$ cat src/rtl/float_to_posit_if.sv
// rtl/float_to_posit_if.sv - operand/result bundle for the float-to-posit encoder
//
// Purpose: groups the operand, start strobe and encoded result/flags.
// Signals:
//   in     [31:0]  IEEE-754 binary32 operand
//   start          in is valid this cycle
//   result [N-1:0] posit encoding
//   inf            operand was Inf/NaN, result is NaR
//   zero           operand was zero/subnormal, result is 0
//   done           result/inf/zero valid this cycle
// master: host side (drives in/start); slave: encoder side.
interface float_to_posit_if #(
    parameter int N = 32
);
    logic [31:0]  in;
    logic         start;
    logic [N-1:0] result;
    logic         inf;
    logic         zero;
    logic         done;

    modport master (output in, start, input result, inf, zero, done);
    modport slave  (input in, start, output result, inf, zero, done);
endinterface

$ cat src/rtl/float_to_posit.sv
// rtl/float_to_posit.sv - pipelined IEEE-754 binary32 to posit<N,es> encoder
//
// Purpose: converts one binary32 operand per cycle into posit<N,es>.
//   An operand sampled with start=1 at edge t is presented with done=1
//   after edge t+3. No stall, no backpressure; outputs hold while done=0.
// Ports:
//   clk   rising-edge clock
//   rst   synchronous active-high reset, clears every valid bit
//   bus   float_to_posit_if.slave (in/start in, result/inf/zero/done out);
//         the interface instance must be built with the same N.
module float_to_posit #(
    parameter int N  = 32,
    parameter int es = 2,
    parameter int Bs = $clog2(N)
) (
    input  logic            clk,
    input  logic            rst,
    float_to_posit_if.slave bus
);
    typedef enum logic [1:0] {
        CLS_NORM = 2'd0,
        CLS_ZERO = 2'd1,
        CLS_INF  = 2'd2
    } cls_e;

    localparam logic signed [8:0] K_HI   = 9'(N - 2);
    localparam logic signed [8:0] K_LO   = 9'(1 - N);
    localparam logic [2*N-1:0]    ONE_2N = {{(2*N-1){1'b0}}, 1'b1};
    localparam logic [N-1:0]      ONE_N  = {{(N-1){1'b0}}, 1'b1};
    localparam logic [N-2:0]      MAXPOS = {(N-1){1'b1}};
    localparam logic [N-2:0]      MINPOS = {{(N-2){1'b0}}, 1'b1};

    // ---------------- S0: capture and classify ----------------
    logic        s0_vld_q;
    logic        s0_sign_q;
    logic [7:0]  s0_exp_q;
    logic [22:0] s0_man_q;
    cls_e        s0_cls_q, s0_cls_d;

    always_comb begin
        s0_cls_d = CLS_NORM;
        if (bus.in[30:23] == 8'hFF)      s0_cls_d = CLS_INF;
        else if (bus.in[30:23] == 8'h00) s0_cls_d = CLS_ZERO;
    end

    // ---------------- S1: scale decomposition ----------------
    logic signed [8:0] scale, k;
    logic [25:0]       em_full;
    logic [25:0]       em_d;
    logic [Bs-1:0]     amt_d;

    logic          s1_vld_q, s1_sign_q, s1_neg_q, s1_sat_hi_q, s1_sat_lo_q;
    cls_e          s1_cls_q;
    logic [Bs-1:0] s1_amt_q;
    logic [25:0]   s1_em_q;

    always_comb begin
        scale   = $signed({1'b0, s0_exp_q}) - 9'sd127;
        k       = scale >>> es;
        // Left-justify {e, M}: the constant shift drops the scale bits above e.
        em_full = {scale[2:0], s0_man_q};
        em_d    = em_full << (3 - es);
        // Arithmetic shift of {~neg, neg, ...} replicates the MSB: k>=0 needs
        // k extra ones before the terminating 0, k<0 needs -k-1 extra zeros
        // before the terminating 1 (-k-1 == ~k).
        amt_d   = k[8] ? ~k[Bs-1:0] : k[Bs-1:0];
    end

    // ---------------- S2: regime placement ----------------
    logic [2*N-1:0] vec, shifted, lost_mask;
    logic           lost;
    logic           s2_vld_q, s2_sign_q, s2_sat_hi_q, s2_sat_lo_q;
    cls_e           s2_cls_q;
    logic [N-2:0]   s2_body_q;
    logic           s2_guard_q, s2_sticky_q;

    always_comb begin
        vec       = {~s1_neg_q, s1_neg_q, s1_em_q, {(2*N-28){1'b0}}};
        shifted   = $signed(vec) >>> s1_amt_q;
        // Mantissa bits pushed off the bottom still feed sticky.
        lost_mask = (ONE_2N << s1_amt_q) - ONE_2N;
        lost      = |(vec & lost_mask);
    end

    // ---------------- Output: round, saturate, sign ----------------
    logic         inc;
    logic [N-1:0] sum;
    logic [N-2:0] mag;
    logic [N-1:0] signed_res, result_d;

    always_comb begin
        inc = s2_guard_q & (s2_sticky_q | s2_body_q[0]);
        sum = {1'b0, s2_body_q} + {{(N-1){1'b0}}, inc};
        if (s2_sat_hi_q || sum[N-1])                  mag = MAXPOS;
        else if (s2_sat_lo_q || sum[N-2:0] == '0)     mag = MINPOS;
        else                                          mag = sum[N-2:0];
        signed_res = s2_sign_q ? (~{1'b0, mag} + ONE_N) : {1'b0, mag};
        result_d   = signed_res;
        if (s2_cls_q == CLS_INF)       result_d = {1'b1, {(N-1){1'b0}}};
        else if (s2_cls_q == CLS_ZERO) result_d = '0;
    end

    logic [N-1:0] result_q;
    logic         inf_q, zero_q, done_q;

    always_ff @(posedge clk) begin
        if (rst) begin
            s0_vld_q <= 1'b0;
            s1_vld_q <= 1'b0;
            s2_vld_q <= 1'b0;
            done_q   <= 1'b0;
            result_q <= '0;
            inf_q    <= 1'b0;
            zero_q   <= 1'b0;
        end else begin
            s0_vld_q <= bus.start;
            s1_vld_q <= s0_vld_q;
            s2_vld_q <= s1_vld_q;
            done_q   <= s2_vld_q;
            if (s2_vld_q) begin
                result_q <= result_d;
                inf_q    <= (s2_cls_q == CLS_INF);
                zero_q   <= (s2_cls_q == CLS_ZERO);
            end
        end

        s0_sign_q   <= bus.in[31];
        s0_exp_q    <= bus.in[30:23];
        s0_man_q    <= bus.in[22:0];
        s0_cls_q    <= s0_cls_d;

        s1_sign_q   <= s0_sign_q;
        s1_cls_q    <= s0_cls_q;
        s1_neg_q    <= k[8];
        s1_amt_q    <= amt_d;
        s1_sat_hi_q <= (k >= K_HI);
        s1_sat_lo_q <= (k <= K_LO);
        s1_em_q     <= em_d;

        s2_sign_q   <= s1_sign_q;
        s2_cls_q    <= s1_cls_q;
        s2_sat_hi_q <= s1_sat_hi_q;
        s2_sat_lo_q <= s1_sat_lo_q;
        s2_body_q   <= shifted[2*N-1:N+1];
        s2_guard_q  <= shifted[N];
        s2_sticky_q <= (|shifted[N-1:0]) | lost;
    end

    assign bus.result = result_q;
    assign bus.inf    = inf_q;
    assign bus.zero   = zero_q;
    assign bus.done   = done_q;
endmodule

$ cat src/flat_wrapper.sv
// flat-port wrapper written by rule: the top's interface ports become plain ports
module float_to_posit_flat 
#(
    parameter int N  = 32,
    parameter int es = 2,
    parameter int Bs = $clog2(N)
)
  (clk, rst, bus_in, bus_start, bus_result, bus_inf, bus_zero, bus_done);
  float_to_posit_if #(.N(N)) bus_i ();
  input  logic clk;
  input  logic rst;
  input wire logic [$bits(bus_i.in)-1:0] bus_in;
  input wire logic [$bits(bus_i.start)-1:0] bus_start;
  output wire logic [$bits(bus_i.result)-1:0] bus_result;
  output wire logic [$bits(bus_i.inf)-1:0] bus_inf;
  output wire logic [$bits(bus_i.zero)-1:0] bus_zero;
  output wire logic [$bits(bus_i.done)-1:0] bus_done;
  assign bus_i.in = bus_in;
  assign bus_i.start = bus_start;
  assign bus_result = bus_i.result;
  assign bus_inf = bus_i.inf;
  assign bus_zero = bus_i.zero;
  assign bus_done = bus_i.done;
  float_to_posit #(.N(N), .es(es), .Bs(Bs)) u_core (.clk(clk), .rst(rst), .bus(bus_i));
endmodule
$ cat config.mk
export PLATFORM = sky130hd
export DESIGN_NAME = float_to_posit_flat
export DESIGN_NICKNAME = d
export VERILOG_FILES = /design/src/rtl/float_to_posit_if.sv /design/src/rtl/float_to_posit.sv /design/src/flat_wrapper.sv
export SDC_FILE = /design/constraint.sdc
export NUM_CORES = 1
export LEC_CHECK = 0
export CAP_MARGIN = 20
export CELL_PAD_IN_SITES_DETAIL_PLACEMENT = 0
export CELL_PAD_IN_SITES_GLOBAL_PLACEMENT = 1
export CORE_ASPECT_RATIO = 1.5
export CORE_UTILIZATION = 40
export CTS_CLUSTER_DIAMETER = 200
export DETAILED_ROUTE_END_ITERATION = 10
export PLACE_DENSITY_LB_ADDON = 0.1
export SLEW_MARGIN = 15
export SYNTH_ARGS = -nofsm -noshare
export SYNTH_HDL_FRONTEND = slang
export SYNTH_SLANG_ARGS = --single-unit
$ cat constraint.sdc
create_clock -name clk -period 4.8 [get_ports clk]
set_input_delay 0.96 -clock clk [delete_from_list [all_inputs] [get_ports clk]]
set_output_delay 0.96 -clock clk [all_outputs]
set_load 0.1 [all_outputs]
; Word-level counts from Yosys, hierarchy flattened
; Cells that the tools add are included.
[totals]
register_bits = 146
latchBits = 0
ramBits = 0
romBits = 0
inputBits = 35
out_inout_bits = 35
wordCells = 56
memories = 0
[op_classes]
addsub = 4
multipliers = 0
div = 0
magnitude_cmp = 2
n_eq_ne = 3
n_shift = 2
mux = 7
bitwise = 7
n_reduce_logical = 6
[op_table]
columns = op, n
row1 = 32-bit two-way mux, 3
row2 = 64-bit AND, 1
row3 = 64-bit OR reduction, 1
row4 = 1-bit by 5-bit << shifter with 64-bit output (first input constant), 1
row5 = 64-bit by 5-bit >>> shifter with 64-bit output, 1
row6 = 64-bit by 1-bit subtractor with 64-bit output (second input constant), 1
row7 = 31-bit two-way mux, 2
row8 = 31-bit by 1-bit adder with 32-bit output, 1
row9 = 32-bit by 1-bit adder with 32-bit output (second input constant), 1
row10 = 31-bit inverter with 32-bit output, 1
row11 = 32-bit OR reduction, 1
row12 = 31-bit logical NOT, 1
row13 = 8-bit by 7-bit subtractor with 9-bit output (second input constant), 1
row14 = 8-bit == test (second input constant), 1
row15 = 8-bit logical NOT, 1
row16 = 7-bit by 6-bit greater-or-equal comparator with 1-bit output (second input constant), 1
row17 = 7-bit by 6-bit <= comparator with 1-bit output (second input constant), 1
row18 = 5-bit two-way mux, 1
row19 = 5-bit inverter, 1
row20 = 2-bit by 1-bit == test with 1-bit output (second input constant), 1
row21 = 2-bit == test (second input constant), 1
row22 = 1-bit logical OR, 2
row23 = 1-bit OR, 2
row24 = 1-bit AND, 1
row25 = 2 further kinds, 2

; Longest topological paths before layout
[depth]
word_depth = 12
ltp_mapped = 19
ltp_nobuf = 17

; Least setup slack after synthesis
; Ideal clock, no wire load.
[synth_timing]
kind = reg2reg
startpoint = register u_core.s2_body_q[0]
endpoint = register u_core.result_q[30], in the netlist u_core.bus.result[30]
setup_ps = 119
arrival_ps = 4509
required_time_ps = 4681
path_slack_ps = 172
path_stages_with_launch = 20
path_buffers = 2
period_less_slack_ps = 4628
path_cell_list = dfxtp_1 -> o21a_1 -> ha_1 -> ha_1 -> and3_1 -> buf_2 -> xnor2_4 -> nand3_1 -> nor3_1 -> nand4_1 -> o31a_1 -> buf_2 -> a21oi_1 -> ha_1 -> o21ai_0 -> or2_2 -> nor2_1 -> o2111ai_1 -> a21o_1 -> a32o_1
[synth_via]
elab_chain_len = 12
elab_cells_between_ends = 13
classes_between = add/sub (2) / mux (5) / bitwise (3) / reduce/logical (3)
[synth_lines]
columns = element, line
row1 = "start, declared", float_to_posit.sv:74  ; logic [N-2:0] s2_body_q;
row2 = "start signal, assigned", float_to_posit.sv:144  ; s2_body_q <= shifted[2*N-1:N+1];
row3 = 1-bit OR, float_to_posit.sv:92  ; inc = s2_guard_q & (s2_sticky_q | s2_body_q[0]);
row4 = 1-bit AND, float_to_posit.sv:92
row5 = 31-bit by 1-bit adder with 32-bit output *, float_to_posit.sv:93  ; sum = {1'b0, s2_body_q} + {{(N-1){1'b0}}, inc};
row6 = 31-bit logical NOT, float_to_posit.sv:95  ; else if (s2_sat_lo_q || sum[N-2:0] == '0) mag = MINPOS;
row7 = 1-bit logical OR, float_to_posit.sv:95
row8 = 31-bit two-way mux, float_to_posit.sv:95
row9 = 31-bit two-way mux *, float_to_posit.sv:94  ; if (s2_sat_hi_q || sum[N-1]) mag = MAXPOS;
row10 = 31-bit inverter with 32-bit output, float_to_posit.sv:97  ; signed_res = s2_sign_q ? (~{1'b0, mag} + ONE_N) : {1'b0, mag};
row11 = 32-bit by 1-bit adder with 32-bit output, float_to_posit.sv:97
row12 = 32-bit two-way mux *, float_to_posit.sv:97
row13 = 32-bit two-way mux *, float_to_posit.sv:100  ; else if (s2_cls_q == CLS_ZERO) result_d = '0;
row14 = 32-bit two-way mux *, float_to_posit.sv:99  ; if (s2_cls_q == CLS_INF) result_d = {1'b1, {(N-1){1'b0}}};
row15 = "end signal, assigned", float_to_posit.sv:121  ; result_q <= result_d;
row16 = "end, declared", float_to_posit.sv:103  ; logic [N-1:0] result_q;
; Mark *: on every way between the ends. The rest lies on a longest branch, timed or not.
; A chain may end at the register's enable or synchronous reset.

; Final worst setup path
; Same ends and word-level chain as after synthesis.

==> flow_summary.json <==
{
  "hold_viol": 0,
  "synth_top_area_share_pct": 37.8,
  "final_common_cell": "dfxtp_1",
  "cts_buffers": 17,
  "initial_core_util_pct": 40.6,
  "timing.slew.headroom_pct": 32.3,
  "cts_setup_buffers": 0,
  "grtUsageTotal_pct": 25.1,
  "synth.largest_area_cell": "dfxtp_1",
  "design_area_mm2": 0.00935,
  "gr-total-overflow": 0,
  "drc": 0,
  "die-area_mm2": 0.0199,
  "route.vias.total": 6875,
  "drtIter0Drc": 309,
  "skew_ns": 0.00625,
  "critPathMaxFanout": 10,
  "met2_usage_pct": 47.2,
  "io_pins": 70,
  "synth.avg_cell_area_um2": 8.51,
  "ant_nets": 0,
  "cts.hold.buffers_added": 0,
  "status": "finished, final reports clean",
  "grtUsageMet3_pct": 4.31,
  "synth-edff-count": 0,
  "maxCapViolCount": 0,
  "root_buffer": "clkbuf_16",
  "dr.pass1.iters": 5,
  "hpwl_mm": 18.6,
  "power.internal_mw": 2.64,
  "post-place-ws_ns": 0.252,
  "switching_share_pct": 33.9,
  "critPathLaunchType": "flop",
  "rows": 62,
  "gr-max-usage-layer": "met2",
  "globalplace.congestion": 0.947,
  "finalWorstPathRequiredPeriod_ns": 4.48,
  "clockPowerShare_pct": 35.6,
  "setup-tns-final_ns": 0,
  "synth-async-reset-ratio_pct": 0,
  "grtUsageMet1_pct": 24.0,
  "via_per_inst": 5.60,
  "p_sw_mw": 1.36,
  "hp-class": "reg2reg",
  "grt_pass1_vias": 6838,
  "ys_seq_elements": 146,
  "p_leak_nw": 3.42,
  "netlist_instances": 910,
  "ys.flop_type": "dfxtp_1",
  "tightest_slew_ns": 1.01,
  "cts_tree": "done",
  "syn-cell-area_mm2": 0.00774,
  "core_region_area_mm2": 0.0191,
  "cts_max_path_buffers": 2,
  "grt_pass1_wl_mm": 37.3,
  "fin_nets": 997,
  "ctsResizeCount": 0,
  "synth_nets": 949,
  "crit_type": "reg2reg",
  "route.detailed.wl_per_inst_um": 18.9,
  "clock_latency_ns": 0.43,
  "ir_drop_v": 0.000345,
  "seqPwrFrac_pct": 37.2,
  "powerDensity_mw_per_mm2": 428,
  "synthTopCellsByArea": "dfxtp_1, o21ai_0, xnor2_1",
  "drt_wl_total_mm": 23.2,
  "final_cell_mix": "dfxtp_1, nand2_1, o21ai_0, clkdlybuf4s50_1, xnor2_1",
  "max_freq_ghz": 0.223,
  "final-setup-viol-count": 0,
  "critPathRequiredTime_ns": 5.12,
  "die_h_um": 172,
  "fin_crit_sh_pct": 93.3,
  "cts.sinks": 146,
  "comb_power_share_pct": 27.2,
  "slew_viol_final": 0,
  "placed_area_mm2": 0.00869,
  "synth_cell_type_count": 69,
  "antenna_cells": 0,
  "antenna_found_initial": 0,
  "synth_warnings": 0,
  "io_buffers": 69,
  "clkSlewWorstSetupHoldPaths_ns": 0.06,
  "grt_max_degree": 33,
  "ys_seq_area_share_pct": 37.8,
  "drive_gt1_share_pct": 11.1,
  "synthToLayoutAreaGrowth_pct": 20.8,
  "endpoint_kind": "flop",
  "fp.dieW_um": 116,
  "cp.arrival_ns": 4.80,
  "h-tree-depth": 4,
  "rsz0062_at_grt": "false",
  "worst_hold_slack_ns": 0.324,
  "setup_slack_ns": 0.323
}
-- layer usage --
metal  part of all wire (%)  up-vias
li1                       -     3391
met1                     35     3219
met2                     55      195
met3                    2.9       70
met4                    6.8        0
met5                      0        -
-- critical path, stage by stage, from the launching register on --
cell and delay (ns):
dfxtp_1 0.34, o21a_1 0.12, ha_1 0.20, ha_2 0.25
nand3_4 0.16, nor4_1 0.39, o2111ai_1 0.24, o31a_1 0.19
or3_4 0.43, o31a_1 0.32, a21oi_1 0.19, ha_1 0.18
o21ai_0 0.10, or2_2 0.35, nor2_1 0.12, buf_4 0.18
o2111ai_1 0.15, a21o_1 0.21, a32o_1 0.25
-- cells in the mapped netlist, drive strengths merged, types with 19 or more instances --
master,count
a21oi,47
buf,19
clkbuf,51
dfxtp,146
mux2i,38
nand2,105
nand3,39
nand4,21
nor2,51
nor3,22
o21ai,96
xnor2,50
xor2,19
-- area by class of cell --
| cell class | count | area (um^2) |
|---|---|---|
| Inverter | 17 | 63.8 |
| Tap cell | 256 | 320 |
| Fill cell | 1883 | 9730 |
| Multi-Input combinational cell | 677 | 4490 |
| Clock buffer | 18 | 439 |
| Timing Repair Buffer | 99 | 916 |
| Clock inverter | 14 | 201 |
| Sequential cell | 146 | 2920 |
-- stage by stage --
step	power, mW	util [%]	instances
6_report	4.00	49.0	1227
3_3_place_gp	2.59	45.5	1195
2_1_floorplan	2.25	-	910
3_5_place_dp	2.59	45.5	1195
4_1_cts	4.04	48.9	1227
5_1_grt	4.22	49.0	1227
-- cells by family (layout without fill, tap and decap cells) --
group                      Yosys count  after routing  synth area share (%)
AOI/OAI and AO/OA                  235            235                  19.2
muxes                               58             58                  9.42
and+or+nand+nor                    311            311                  20.3
buffers and inverters               87            148                  4.61
DFF                                146            146                  37.8
adders and majority gates            4              4                 0.646
xor gates and xnor gates            69             69                  8.05
-- path summary, 6_finish.rpt --
path                  startpoint                    end  slack (ns)  cells past startpoint
max          u_core.s2_body_q[0]  u_core.bus.result[30]        0.32                     18
min          u_core.s0_man_q[21]     u_core.s1_em_q[22]        0.32                      0
max reg2reg  u_core.s2_body_q[0]  u_core.bus.result[30]        0.32                     18
min reg2reg  u_core.s0_man_q[21]     u_core.s1_em_q[22]        0.32                      0
-- sequential cells by signal (all words and copies together), names as in the netlist, 2 cells and up --
signal,cells
u_core.s2_body_q,31
u_core.s0_cls_q,2
u_core.s1_cls_q,2
u_core.bus.result,32
u_core.s1_em_q,25
u_core.s2_cls_q,2
u_core.s1_amt_q,5
u_core.s0_man_q,23
u_core.s0_exp_q,8
-- power groups by stage --
stage                     sequential [mW]  clock, mW  combinational (mW)
after global routing                 1.51       1.52                1.19
after floorplan                      1.48          0               0.771
final                                1.49       1.42                1.09
after detailed placement             1.51          0                1.08
after global placement               1.51          0                1.08
after CTS                            1.49       1.47                1.08
Power figures use the tool's default switching activity.
